### src/rtl/qpu_ifu_ibus_arbt_if.sv
// Request/response bus shared by the IFU, loader and memory sides of the
// instruction-bus arbiter. The master issues requests and accepts responses.
interface qpu_ifu_ibus_arbt_if #(
   parameter int AW = 32,
   parameter int DW = 32
);
   logic          req_valid;
   logic          req_ready;
   logic          req_read;
   logic [AW-1:0] req_addr;
   logic [DW-1:0] req_wdata;
   logic          rsp_valid;
   logic          rsp_ready;
   logic [DW-1:0] rsp_rdata;

   modport master (
      output req_valid, req_read, req_addr, req_wdata, rsp_ready,
      input  req_ready, rsp_valid, rsp_rdata
   );

   modport slave (
      input  req_valid, req_read, req_addr, req_wdata, rsp_ready,
      output req_ready, rsp_valid, rsp_rdata
   );
endinterface

### src/rtl/qpu_ifu_ibus_arbt.sv
// Shares the single instruction-memory port between the IFU fetch channel and
// the host program loader; one transaction outstanding, response routed to its owner.
module qpu_ifu_ibus_arbt #(
   parameter int AW = 32,
   parameter int DW = 32
) (
   input  logic                  clk_i,
   input  logic                  rst_i,
   input  logic                  ldr_prio_i,
   input  logic                  ifu_block_i,
   output logic                  arb_busy_o,
   qpu_ifu_ibus_arbt_if.slave    ifu_bus,
   qpu_ifu_ibus_arbt_if.slave    ldr_bus,
   qpu_ifu_ibus_arbt_if.master   mem_bus
);

   typedef enum logic [1:0] {
      ST_IDLE    = 2'd0,
      ST_IFU_OUT = 2'd1,
      ST_LDR_OUT = 2'd2
   } state_e;

   state_e        state_q, state_d;
   logic          last_ifu_q, last_ifu_d;
   logic          ldr_wr_q, ldr_wr_d;

   logic          ldr_win_s;
   logic          ifu_sel_s;
   logic          ldr_sel_s;
   logic          ifu_req_ready_s;
   logic          ldr_req_ready_s;
   logic          cmd_valid_s;
   logic          cmd_read_s;
   logic [AW-1:0] cmd_addr_s;
   logic [DW-1:0] cmd_wdata_s;
   logic          mem_rsp_ready_s;
   logic          ifu_rsp_valid_s;
   logic [DW-1:0] ifu_rsp_instr_s;
   logic          ldr_rsp_valid_s;
   logic [DW-1:0] ldr_rsp_rdata_s;

   // IFU requests are always reads; its write-side fields carry nothing.
   logic          ifu_unused_s;
   assign ifu_unused_s = ^{ifu_bus.req_read, ifu_bus.req_wdata};

   // State, arbitration history and loader write flag.
   always_ff @(posedge clk_i) begin
      if (rst_i) begin
         state_q    <= ST_IDLE;
         last_ifu_q <= 1'b1;
         ldr_wr_q   <= 1'b0;
      end else begin
         state_q    <= state_d;
         last_ifu_q <= last_ifu_d;
         ldr_wr_q   <= ldr_wr_d;
      end
   end

   // Selection, command mux, response routing and next state.
   always_comb begin
      state_d         = state_q;
      last_ifu_d      = last_ifu_q;
      ldr_wr_d        = ldr_wr_q;
      ldr_win_s       = 1'b0;
      ifu_sel_s       = 1'b0;
      ldr_sel_s       = 1'b0;
      ifu_req_ready_s = 1'b0;
      ldr_req_ready_s = 1'b0;
      cmd_valid_s     = 1'b0;
      cmd_read_s      = 1'b0;
      cmd_addr_s      = '0;
      cmd_wdata_s     = '0;
      mem_rsp_ready_s = 1'b0;
      ifu_rsp_valid_s = 1'b0;
      ifu_rsp_instr_s = '0;
      ldr_rsp_valid_s = 1'b0;
      ldr_rsp_rdata_s = '0;

      if (rst_i) begin
         // Outputs stay at their zero defaults while reset is held.
         state_d    = ST_IDLE;
         last_ifu_d = 1'b1;
         ldr_wr_d   = 1'b0;
      end else begin
         case (state_q)
            ST_IDLE: begin
               ldr_win_s = ldr_bus.req_valid & (ldr_prio_i | last_ifu_q);
               ifu_sel_s = ifu_bus.req_valid & ~ifu_block_i & ~ldr_win_s;
               ldr_sel_s = ldr_bus.req_valid & ~ifu_sel_s;

               // IFU ready deliberately ignores IFU valid to keep its req/rsp path loop-free.
               ifu_req_ready_s = ~ifu_block_i & ~ldr_win_s & mem_bus.req_ready;
               ldr_req_ready_s = ~ifu_sel_s & mem_bus.req_ready;
               cmd_valid_s     = ifu_sel_s | ldr_sel_s;

               if (ifu_sel_s) begin
                  cmd_read_s  = 1'b1;
                  cmd_addr_s  = ifu_bus.req_addr;
                  cmd_wdata_s = '0;
               end else if (ldr_sel_s) begin
                  cmd_read_s  = ldr_bus.req_read;
                  cmd_addr_s  = ldr_bus.req_addr;
                  cmd_wdata_s = ldr_bus.req_wdata;
               end else begin
                  cmd_read_s  = 1'b0;
                  cmd_addr_s  = '0;
                  cmd_wdata_s = '0;
               end

               if (cmd_valid_s && mem_bus.req_ready) begin
                  last_ifu_d = ifu_sel_s;
                  ldr_wr_d   = ldr_sel_s & ~ldr_bus.req_read;
                  state_d    = ifu_sel_s ? ST_IFU_OUT : ST_LDR_OUT;
               end else begin
                  state_d    = ST_IDLE;
               end
            end

            ST_IFU_OUT: begin
               ifu_rsp_valid_s = mem_bus.rsp_valid;
               ifu_rsp_instr_s = mem_bus.rsp_rdata;
               mem_rsp_ready_s = ifu_bus.rsp_ready;
               if (mem_bus.rsp_valid && ifu_bus.rsp_ready) begin
                  state_d = ST_IDLE;
               end else begin
                  state_d = ST_IFU_OUT;
               end
            end

            ST_LDR_OUT: begin
               ldr_rsp_valid_s = mem_bus.rsp_valid;
               // A write ack carries no data; whatever the memory drives is masked.
               ldr_rsp_rdata_s = ldr_wr_q ? '0 : mem_bus.rsp_rdata;
               mem_rsp_ready_s = ldr_bus.rsp_ready;
               if (mem_bus.rsp_valid && ldr_bus.rsp_ready) begin
                  state_d = ST_IDLE;
               end else begin
                  state_d = ST_LDR_OUT;
               end
            end

            default: begin
               state_d = ST_IDLE;
            end
         endcase
      end
   end

   assign ifu_bus.req_ready = ifu_req_ready_s;
   assign ifu_bus.rsp_valid = ifu_rsp_valid_s;
   assign ifu_bus.rsp_rdata = ifu_rsp_instr_s;

   assign ldr_bus.req_ready = ldr_req_ready_s;
   assign ldr_bus.rsp_valid = ldr_rsp_valid_s;
   assign ldr_bus.rsp_rdata = ldr_rsp_rdata_s;

   assign mem_bus.req_valid = cmd_valid_s;
   assign mem_bus.req_read  = cmd_read_s;
   assign mem_bus.req_addr  = cmd_addr_s;
   assign mem_bus.req_wdata = cmd_wdata_s;
   assign mem_bus.rsp_ready = mem_rsp_ready_s;

   assign arb_busy_o = ~rst_i & (state_q != ST_IDLE);

endmodule

### src/flat_wrapper.sv
// flat-port wrapper written by rule: the top's interface ports become plain ports
module qpu_ifu_ibus_arbt_flat 
#(
   parameter int AW = 32,
   parameter int DW = 32
)
  (clk_i, rst_i, ldr_prio_i, ifu_block_i, arb_busy_o, ifu_bus_req_valid, ifu_bus_req_read, ifu_bus_req_addr, ifu_bus_req_wdata, ifu_bus_rsp_ready, ifu_bus_req_ready, ifu_bus_rsp_valid, ifu_bus_rsp_rdata, ldr_bus_req_valid, ldr_bus_req_read, ldr_bus_req_addr, ldr_bus_req_wdata, ldr_bus_rsp_ready, ldr_bus_req_ready, ldr_bus_rsp_valid, ldr_bus_rsp_rdata, mem_bus_req_valid, mem_bus_req_read, mem_bus_req_addr, mem_bus_req_wdata, mem_bus_rsp_ready, mem_bus_req_ready, mem_bus_rsp_valid, mem_bus_rsp_rdata);
  qpu_ifu_ibus_arbt_if #(.AW(AW), .DW(DW)) ifu_bus_i ();
  qpu_ifu_ibus_arbt_if #(.AW(AW), .DW(DW)) ldr_bus_i ();
  qpu_ifu_ibus_arbt_if #(.AW(AW), .DW(DW)) mem_bus_i ();
  input  logic clk_i;
  input  logic rst_i;
  input  logic ldr_prio_i;
  input  logic ifu_block_i;
  output logic arb_busy_o;
  input wire logic [$bits(ifu_bus_i.req_valid)-1:0] ifu_bus_req_valid;
  input wire logic [$bits(ifu_bus_i.req_read)-1:0] ifu_bus_req_read;
  input wire logic [$bits(ifu_bus_i.req_addr)-1:0] ifu_bus_req_addr;
  input wire logic [$bits(ifu_bus_i.req_wdata)-1:0] ifu_bus_req_wdata;
  input wire logic [$bits(ifu_bus_i.rsp_ready)-1:0] ifu_bus_rsp_ready;
  output wire logic [$bits(ifu_bus_i.req_ready)-1:0] ifu_bus_req_ready;
  output wire logic [$bits(ifu_bus_i.rsp_valid)-1:0] ifu_bus_rsp_valid;
  output wire logic [$bits(ifu_bus_i.rsp_rdata)-1:0] ifu_bus_rsp_rdata;
  input wire logic [$bits(ldr_bus_i.req_valid)-1:0] ldr_bus_req_valid;
  input wire logic [$bits(ldr_bus_i.req_read)-1:0] ldr_bus_req_read;
  input wire logic [$bits(ldr_bus_i.req_addr)-1:0] ldr_bus_req_addr;
  input wire logic [$bits(ldr_bus_i.req_wdata)-1:0] ldr_bus_req_wdata;
  input wire logic [$bits(ldr_bus_i.rsp_ready)-1:0] ldr_bus_rsp_ready;
  output wire logic [$bits(ldr_bus_i.req_ready)-1:0] ldr_bus_req_ready;
  output wire logic [$bits(ldr_bus_i.rsp_valid)-1:0] ldr_bus_rsp_valid;
  output wire logic [$bits(ldr_bus_i.rsp_rdata)-1:0] ldr_bus_rsp_rdata;
  output wire logic [$bits(mem_bus_i.req_valid)-1:0] mem_bus_req_valid;
  output wire logic [$bits(mem_bus_i.req_read)-1:0] mem_bus_req_read;
  output wire logic [$bits(mem_bus_i.req_addr)-1:0] mem_bus_req_addr;
  output wire logic [$bits(mem_bus_i.req_wdata)-1:0] mem_bus_req_wdata;
  output wire logic [$bits(mem_bus_i.rsp_ready)-1:0] mem_bus_rsp_ready;
  input wire logic [$bits(mem_bus_i.req_ready)-1:0] mem_bus_req_ready;
  input wire logic [$bits(mem_bus_i.rsp_valid)-1:0] mem_bus_rsp_valid;
  input wire logic [$bits(mem_bus_i.rsp_rdata)-1:0] mem_bus_rsp_rdata;
  assign ifu_bus_i.req_valid = ifu_bus_req_valid;
  assign ifu_bus_i.req_read = ifu_bus_req_read;
  assign ifu_bus_i.req_addr = ifu_bus_req_addr;
  assign ifu_bus_i.req_wdata = ifu_bus_req_wdata;
  assign ifu_bus_i.rsp_ready = ifu_bus_rsp_ready;
  assign ifu_bus_req_ready = ifu_bus_i.req_ready;
  assign ifu_bus_rsp_valid = ifu_bus_i.rsp_valid;
  assign ifu_bus_rsp_rdata = ifu_bus_i.rsp_rdata;
  assign ldr_bus_i.req_valid = ldr_bus_req_valid;
  assign ldr_bus_i.req_read = ldr_bus_req_read;
  assign ldr_bus_i.req_addr = ldr_bus_req_addr;
  assign ldr_bus_i.req_wdata = ldr_bus_req_wdata;
  assign ldr_bus_i.rsp_ready = ldr_bus_rsp_ready;
  assign ldr_bus_req_ready = ldr_bus_i.req_ready;
  assign ldr_bus_rsp_valid = ldr_bus_i.rsp_valid;
  assign ldr_bus_rsp_rdata = ldr_bus_i.rsp_rdata;
  assign mem_bus_req_valid = mem_bus_i.req_valid;
  assign mem_bus_req_read = mem_bus_i.req_read;
  assign mem_bus_req_addr = mem_bus_i.req_addr;
  assign mem_bus_req_wdata = mem_bus_i.req_wdata;
  assign mem_bus_rsp_ready = mem_bus_i.rsp_ready;
  assign mem_bus_i.req_ready = mem_bus_req_ready;
  assign mem_bus_i.rsp_valid = mem_bus_rsp_valid;
  assign mem_bus_i.rsp_rdata = mem_bus_rsp_rdata;
  qpu_ifu_ibus_arbt #(.AW(AW), .DW(DW)) u_core (.clk_i(clk_i), .rst_i(rst_i), .ldr_prio_i(ldr_prio_i), .ifu_block_i(ifu_block_i), .arb_busy_o(arb_busy_o), .ifu_bus(ifu_bus_i), .ldr_bus(ldr_bus_i), .mem_bus(mem_bus_i));
endmodule
### config.mk
export PLATFORM = sky130hd
export DESIGN_NAME = qpu_ifu_ibus_arbt_flat
export DESIGN_NICKNAME = d
export VERILOG_FILES = /design/src/rtl/qpu_ifu_ibus_arbt_if.sv /design/src/rtl/qpu_ifu_ibus_arbt.sv /design/src/flat_wrapper.sv
export SDC_FILE = /design/constraint.sdc
export NUM_CORES = 1
export LEC_CHECK = 0
export CORE_AREA = 4 4 116 118
export DETAILED_ROUTE_END_ITERATION = 7
export DIE_AREA = 0 0 120 122
export HOLD_SLACK_MARGIN = 0.05
export PLACE_DENSITY = 0.58
export REMOVE_ABC_BUFFERS = 1
export SLEW_MARGIN = 5
export SYNTH_ARGS = -nofsm -noshare
export SYNTH_HDL_FRONTEND = slang
export SYNTH_SLANG_ARGS = --single-unit
### constraint.sdc
create_clock -name clk_i -period 2.4 [get_ports clk_i]
set_input_delay 0.72 -clock clk_i [delete_from_list [all_inputs] [get_ports clk_i]]
set_output_delay 0.72 -clock clk_i [all_outputs]
set_load 0.05 [all_outputs]
==> impl.org, run 1 <==
** Outcome
- Status :: finished with violations
- The checks that failed: setup timing.

** Worst setup path
- The worst setup path is captured at an output pin.
- At the worst endpoint, the arrival time is roughly 1.9 ns.
- Library cell appearing most often on the critical path :: sky130_fd_sc_hd__buf_6
- STA classifies the critical path startpoint as an input pin.
- On the critical path, the stage with the largest delay is an instance of sky130_fd_sc_hd__and2b_4.
- The signal on the critical path passes through buf_8, and2b_4, buf_6, buf_6, buf_8, nand3_2, o21ai_2, buf_6.
- Maximum fanout count along the critical path :: 6
- STA puts the critical path data required time at 1.68 ns.
- For flop-to-flop paths, the worst setup slack is 0.94 ns.
- Max stage delay on crit path :: around 0.29 ns
- The critical path is of the in2out type.

** Timing
- Count of final setup violators :: between 100 and 150
- Summed over all failing endpoints, the final setup total negative slack is -10.53 ns.
- In the post-route analysis, the smallest setup slack over all paths is -0.1844 ns.
- Slew @ Worst Pin :: roughly 0.33 ns
- Final-report max-slew violation count :: 0
- Dividing the final minimum period by the clock period gives 107.7%.
- The worst pin sits at a relative slew slack of 78.33%.
- RSZ-0062 raised after global routing :: yes
- Derived from the worst setup path, the maximum achievable clock frequency is slightly below 0.4 GHz.
- The number of hold violations in the final report is 0.
- The smallest clock period supported by the final layout is computed as roughly 2.6 ns.
- Clk_skew :: ~0.0012 ns

** Layout
- Number of fillers in the final layout :: roughly 1000
- The finished layout holds about 760 standard cells, fillers aside.
- Layout Nets :: 761
- Layout area overhead :: 320.4%
- Of the cells placed in the final design, the portion with a size suffix greater than 1 is about two thirds.

** CTS
- TritonCTS built the clock tree.
- CTS HTree Levels :: 1
- Clock tree synthesis inserted a total of 3 buffers.
- Clock latency on the worst-skew pair, taken at its later pin, is between 0.2 and 0.25 ns.
- The tree built by TritonCTS fans out to 4 sinks.
- After clock tree synthesis, the clock-pin slew on the worst setup and hold paths is 0.03 ns.
- The tree is rooted in a sky130_fd_sc_hd__clkbuf_16.
- The clock passes through at most 2 buffers.

** Floorplan
- Number of top-level pins :: between 300 and 400
- In this run the horizontal extent of the chip is between 100 and 150 um.
- Height of the die :: between 100 and 150 um
- Die area :: approximately 15000 um2
- Row generation in the floorplan step produced about 40 rows.
- After floorplanning, the core was sized to cover approximately 12000 um2.
- Effective utilization at floorplan :: between 10% and 20%

** Drt
- Residual DRC count :: 0
- Total number of vias :: 3394
- After detailed routing, the number of vias per cell comes to 4.483.
- Final Routed Wirelength :: 15.35 mm
- ANT nets after route :: 0
- First-pass iteration count of the detailed router :: 6
- Avg WL per Cell :: around 20 um
- After the first detailed-routing iteration, the DRC count stood at 90.

** Global routing
- GR met3 Demand/Resource :: ~5.3%
- Maximum number of pins on one net before global-route repair :: 22
- First-pass GRT wire length :: about 21 mm
- After global routing, the most crowded layer is met2.
- Met2 capacity usage during global routing :: a little over a third
- Vias in the first global route :: 3551
- For this run the aggregate overflow at the end of global routing stands at 0.
- Overall routing resource usage :: about a fifth
- Number of antenna violations at the first check in global routing :: 3
- Global routing consumed, on the met1 layer, about a fifth of the routing resources.

** Placement
- Port Buffer Count :: around 270
- At the end of routability-driven placement, the weighted congestion stood at 0.7770.
- DP Cell Count :: between 700 and 800
- Detailed Place HPWL :: between 10 and 15 mm

** Synthesis
- Top FF cell, synth :: sky130_fd_sc_hd__dfxtp_1
- Mean instance size in the synthesized netlist :: between 6 and 7 um2
- After synthesis, the largest area contributor takes up ~36% of total cell area.
- For this run, the number of Yosys warnings is 0.
- Top cell type by total area after synthesis :: sky130_fd_sc_hd__and2_1
- Counting flops with a built-in enable in the synthesized netlist gives 0.
- Post-synthesis sequential area ratio :: roughly 4.7%
- Unique masters post-synth :: 33
- Number of storage elements in the synthesis netlist :: 4
- In the post-synthesis netlist, the biggest area contributors are sky130_fd_sc_hd__and2_1 (36%), sky130_fd_sc_hd__nand4_1 (12%), sky130_fd_sc_hd__nand3_1 (9.7%), sky130_fd_sc_hd__o21ai_0 (8.9%), sky130_fd_sc_hd__dfxtp_1 (4.7%).
- Cell area after synthesis :: 1695 um2
- Async set or reset register ratio after synthesis :: 0%
- Library cell with the highest instance count after synthesis :: sky130_fd_sc_hd__and2_1
- Synth cell count leaders :: sky130_fd_sc_hd__and2_1 (97), sky130_fd_sc_hd__nand3_1 (33), sky130_fd_sc_hd__nand4_1 (33), sky130_fd_sc_hd__o21ai_0 (30), sky130_fd_sc_hd__clkbuf_1 (15)
- The cell count after synthesis came out at around 270.

** Worst hold path
- Hold crit path type :: reg2reg

** Power and ir drop
- Worst voltage drop across the vdd grid :: 168.3 uV
- Final total power :: ~1.8 mW
- Power per unit of standard cell area :: between 200 and 250 nW/um2
- Standby leakage power :: 2.903 nW

** Run
- Number of maximum-capacitance violations :: 0
sequential cells by signal, indices dropped and copies added (netlist names):
register,count
u_core.state_q,2
u_core.ldr_wr_q,1
u_core.last_ifu_q,1
stage by stage:
stage,hold WS (ns),utilization [%],worst slack (ns),cell area (um2)
2_1_floorplan,0.4352,-,-1.980,1514
3_3_place_gp,0.4713,46.30,-0.6532,5772
3_5_place_dp,0.4848,46.30,-0.6414,5772
4_1_cts,0.5115,57.48,-0.2290,7166
5_1_grt,0.5240,57.15,-0.2140,7124
6_report,0.5040,57.17,-0.1844,7127
worst paths after layout:
check,from,end,cells after the start
max,rst_i,mem_bus_req_addr[14],8
min reg2reg,u_core.ldr_wr_q,u_core.ldr_wr_q,2
max reg2reg,u_core.state_q[1],u_core.ldr_wr_q,7
min,u_core.ldr_wr_q,u_core.ldr_wr_q,2
worst max-delay path, delay by kind of cell:
| family | cells | cell delay (ns) |
|---|---|---|
| AO/OA/AOI/OAI | 1 | 0.16 |
| AND/OR/NAND/NOR | 2 | 0.38 |
| buffers and inverters | 5 | 0.59 |
where the power goes:
| part | internal (mW) | switching (mW) | total [mW] |
|---|---|---|---|
| clock network | 0.213 | 0.0460 | 0.259 |
| registers | 0.0715 | 0.00469 | 0.0761 |
| logic | 0.755 | 0.687 | 1.44 |
kinds of logic after synthesis:
group | after synthesis | share of synthesized area [%]
simple gates | 183 | 64.43
compound gates | 43 | 15.50
buf+inv | 37 | 11.81
fa+ha+maj | 4 | 2.952
flops | 4 | 4.723
mux | 1 | 0.5904
placed cells by master (no fill, tap or decap), types with 2 or more instances in the layout:
cell and n:
sky130_fd_sc_hd__buf_8 5, sky130_fd_sc_hd__nor2_1 2, sky130_fd_sc_hd__clkdlybuf4s50_1 130, sky130_fd_sc_hd__dfxtp_1 4, sky130_fd_sc_hd__buf_12 115, sky130_fd_sc_hd__buf_6 53, sky130_fd_sc_hd__clkbuf_16 6, sky130_fd_sc_hd__dlygate4sd2_1 2
sky130_fd_sc_hd__buf_16 5, sky130_fd_sc_hd__nand3_2 19, sky130_fd_sc_hd__o21ai_2 32, sky130_fd_sc_hd__nand3_1 8, sky130_fd_sc_hd__buf_4 25, sky130_fd_sc_hd__diode_2 2, sky130_fd_sc_hd__ha_1 2, sky130_fd_sc_hd__nand3_4 6
sky130_fd_sc_hd__nor2_2 2, sky130_fd_sc_hd__nand4_1 33, sky130_fd_sc_hd__nor2b_4 2, sky130_fd_sc_hd__inv_1 4, sky130_fd_sc_hd__nand2_1 5, sky130_fd_sc_hd__and2_4 98, sky130_fd_sc_hd__a21oi_1 2
per-layer routing:
layer	share of wire, %	vias up
met4	2.5	2
met3	7.9	30
met5	0.085	-
met2	52	176
met1	37	1608
li1	-	1578
area by class of cell:
type	count	area (um2)	area share, %
Clock buffer	3	75.07	1.053
Timing Repair Buffer	340	4711	66.10
Tap cell	172	215.2	3.020
Multi-Input combinational cell	231	2022	28.37
Sequential cell	4	80.08	1.124
Inverter	5	18.77	0.2633
Antenna cell	2	5.005	0.07022
repair_timing:
action                                  CTS  global route
cloned                                   15             3
buffers inserted                         32             2
endpoints found under the setup margin  136           133
pin swaps                               110            40
resized for setup                       265            58
hold buffers                              0             0
(Power assumes the default switching activity.)
==> run 2, diff against run 1 <==
--- a/config.mk
+++ b/config.mk
@@ -11,6 +11,7 @@
 export HOLD_SLACK_MARGIN = 0.05
 export PLACE_DENSITY = 0.58
 export REMOVE_ABC_BUFFERS = 1
+export SETUP_SLACK_MARGIN = 0.05
 export SLEW_MARGIN = 5
 export SYNTH_ARGS = -nofsm -noshare
 export SYNTH_HDL_FRONTEND = slang
==> run 2 against run 1 <==
The flow still finishes with violations (setup timing). Worst hold slack worse by 0.0025 ns. Largest power group unchanged. Non-clock buffer count up 2. Worst setup slack worse by 0.023 ns. Global-route usage down 0.53 points.
==> impl.org, run 2 (synthesized netlist as in run 1, its figures left out) <==
** Worst setup path
- The maximum single-stage delay on the critical path was 0.29 ns (about the same).
- The top cell family by delay on the critical path was buffers and inverters (unchanged).
- Arrival time of data at the critical path endpoint :: 1.89 ns (was 1.86 ns)
- The most repeated library cell on the critical path is sky130_fd_sc_hd__buf_6 (unchanged).
- Classification of the worst setup path :: in2out (unchanged)
- Critical path launch point type :: input pin (unchanged)
- The endpoint required time on the critical path is 1.68 ns (about the same).
- Critical path buffers and inverters :: 5 (unchanged)
- The largest fanout of any net on the critical path was 6 (unchanged).
- Cells along the critical path :: buf_8, and2b_4, buf_6, buf_6, buf_8, nand3_2, o21ai_2, buf_6 (unchanged)
- Max stage delay cell, worst path :: sky130_fd_sc_hd__and2b_4 (unchanged)
- The sort of element at the end of the critical path is an output pin (unchanged).
- Source of the worst register-to-register timing path :: u_core.state_q[1] (unchanged)
- Startpoint of the most critical setup path :: rst_i (unchanged)

** Global routing
- Maximum number of pins on one net before global-route repair :: 22 (unchanged)
- Total congestion overflow :: 0 (unchanged)
- Number of antenna violations at the first check in global routing :: 3 (unchanged)
- The global routing usage summed across all routing layers was 18.33% (was 18.85%).
- Met2 capacity usage during global routing :: 34.00% (was 35.23%)
- The met3 track demand over resource is 5.200% (was 5.292%).
- The highest-utilization routing layer at the global route stage is met2 (unchanged).
- First-pass GRT wire length :: 20.84 mm (was 21.38 mm)
- Routing usage on met1 :: 20.32% (was 21.02%)
- The number of global-route vias before repair was 3483 (was 3551).

** Drt
- The final wirelength is 15.25 mm (was 15.35 mm).
- The wire length per cell after detailed routing was 20.09 um (was 20.27 um).
- Vias per std cell :: 4.489 (was 4.483)
- The number of violations reported at the end of detailed-routing iteration 0 was 116 (was 90).
- Total number of vias :: 3407 (was 3394)
- The residual antenna-violating net count after detailed routing came to 0 (unchanged).
- Residual DRC count :: 0 (unchanged)
- The number of optimization iterations in the first detailed-route pass is 4 (was 6).

** CTS
- The number of buffers created by CTS is 3 (unchanged).
- Skew-Pair Late Insertion Delay :: 0.22 ns (about the same)
- The clock-pin slew reported for the worst setup and hold paths after clock tree synthesis was 0.03 ns (about the same).
- The CTS tree is built (unchanged).
- The number of levels in the clock H-tree was 1 (unchanged).
- The total number of clock tree sinks came to 4 (unchanged).
- The maximum count of clock buffers along a single path came to 2 (unchanged).
- CTS Root Cell :: sky130_fd_sc_hd__clkbuf_16 (unchanged)

** Floorplan
- The number of placement rows came to 41 (unchanged).
- The starting density of the core was 13.60% (unchanged).
- Height of the die :: 122 um (unchanged)
- The die area was 14640 um2 (unchanged).
- Width of the chip :: 120 um (unchanged)
- Core Area :: 12470 um2 (unchanged)
- Number of top-level pins :: 308 (unchanged)

** Layout
- Most used cells in the layout excluding fill and tap cells: sky130_fd_sc_hd__clkdlybuf4s50_1 (130), sky130_fd_sc_hd__buf_12 (117), sky130_fd_sc_hd__and2_4 (98) (was sky130_fd_sc_hd__clkdlybuf4s50_1 (130), sky130_fd_sc_hd__buf_12 (115), sky130_fd_sc_hd__and2_4 (98)).
- The count of nets after finishing was 763 (was 761).
- Layout area overhead :: 324.9% (was 320.4%)
- Largest register FFs :: 2 (unchanged)
- Most flops, register :: u_core.state_q (unchanged)
- The share of layout cells above drive strength 1 is 65.13% (was 65.18%).
- The final cell utilization of the core is 57.79% (was 57.17%).
- The most common library cell in the layout ignoring fill and taps is sky130_fd_sc_hd__clkdlybuf4s50_1 (unchanged).
- Largest registers ranked by flip-flop count :: u_core.state_q x2, u_core.last_ifu_q x1, u_core.ldr_wr_q x1 (unchanged)

** Timing
- The setup-violating endpoint count in the final report is 114 (was 131).
- Share of the cycle needed by the critical path after routing :: 108.6% (was 107.7%)
- Final Hold Vio Count :: 0 (unchanged)
- Final-report max-slew violation count :: 0 (unchanged)
- The actual slew at the worst max-slew pin was 0.3261 ns (was 0.3250 ns).
- RSZ-0062 raised after global routing :: yes (unchanged)
- The highest attainable clock frequency was 0.3836 GHz (was 0.3869 GHz).
- Clk_skew :: 0.001012 ns (was 0.001205 ns)
- Normalized max-slew margin :: 78.26% (was 78.33%)
- Smallest setup slack after layout :: -0.2071 ns (was -0.1844 ns)
- Post-layout min period :: 2.607 ns (was 2.584 ns)
- Tightest hold margin :: 0.5015 ns (was 0.5040 ns)

** Placement
- The half-perimeter wire length after detailed placement came to 10.92 mm (unchanged).
- The number of buffers inserted by port buffering came to 274 (unchanged).
- The final estimated routing congestion in global placement came to 0.7770 (unchanged).

** Power and ir drop
- The leakage power was 2.925 nW (was 2.903 nW).
- The worst-case vdd ir drop was 170.3 uV (was 168.3 uV).
- Power per unit of standard cell area :: 247.9 nW/um2 (was 249.3 nW/um2)

** Worst hold path
- Hold crit path type :: reg2reg (unchanged)
- Origin of the worst min-delay path :: u_core.ldr_wr_q (unchanged)

** Outcome
- Failing checks :: setup timing (unchanged)
- Status: finished with violations (unchanged).

** Run
- The number of maximum-capacitance violations is 0 (unchanged).
run 2: worst register-to-register path, cell delays in order (launching register included):
cell	delay, ns
sky130_fd_sc_hd__dfxtp_1	0.32
sky130_fd_sc_hd__inv_1	0.11
sky130_fd_sc_hd__ha_4	0.18
sky130_fd_sc_hd__buf_4	0.13
sky130_fd_sc_hd__nand2_1	0.09
sky130_fd_sc_hd__buf_4	0.16
sky130_fd_sc_hd__a21oi_1	0.22
sky130_fd_sc_hd__mux2i_1	0.20
run 2: where the power goes:
group	internal, mW	switching (mW)
clock	0.213	0.0451
sequential	0.0714	0.00466
combinational	0.763	0.689
run 2: cell type report:
type,instances,area (um2)
Antenna cell,2,5.005
Inverter,5,18.77
Tap cell,172,215.2
Clock buffer,3,75.07
Multi-Input combinational cell,231,2029
Timing Repair Buffer,342,4781
Fill cell,1017,5261
Sequential cell,4,80.08
run 2: path summary, 6_finish.rpt:
path	slack, ns	cells past startpoint	endpoint
max	-0.21	8	mem_bus_req_addr[14]
min reg2reg	0.50	2	u_core.ldr_wr_q
min	0.50	2	u_core.ldr_wr_q
max reg2reg	0.92	7	u_core.ldr_wr_q
run 2: per-stage QoR:
step | worst slack [ns] | total power, mW | cells | setup TNS (ns) | instance area (um2)
floorplan | -1.980 | 0.5353 | 240 | -139.53 | 1514
global placement | -0.6532 | 1.194 | 720 | -69.10 | 5772
detailed placement | -0.6414 | 1.203 | 720 | -70.06 | 5772
CTS | -0.2290 | 1.786 | 764 | -12.74 | 7030
global route | -0.2373 | 1.854 | 758 | -16.26 | 7202
finish | -0.2071 | 1.786 | 759 | -11.28 | 7204
run 2: repair_timing:
| action | 4_1_cts | 5_1_grt |
|---|---|---|
| endpoints found under the setup margin | 136 | 122 |
| setup buffers | 28 | 4 |
| resized for setup | 246 | 74 |
| pin swaps | 105 | 42 |
| gates cloned | 13 | 5 |
| hold buffers | 0 | 0 |
run 2: per-layer routing:
| layer | up-vias | share of wire (%) |
|---|---|---|
| li1 | 1583 | - |
| met2 | 170 | 52 |
| met1 | 1624 | 37 |
| met5 | - | 0.085 |
| met4 | 2 | 2.6 |
| met3 | 28 | 7.7 |
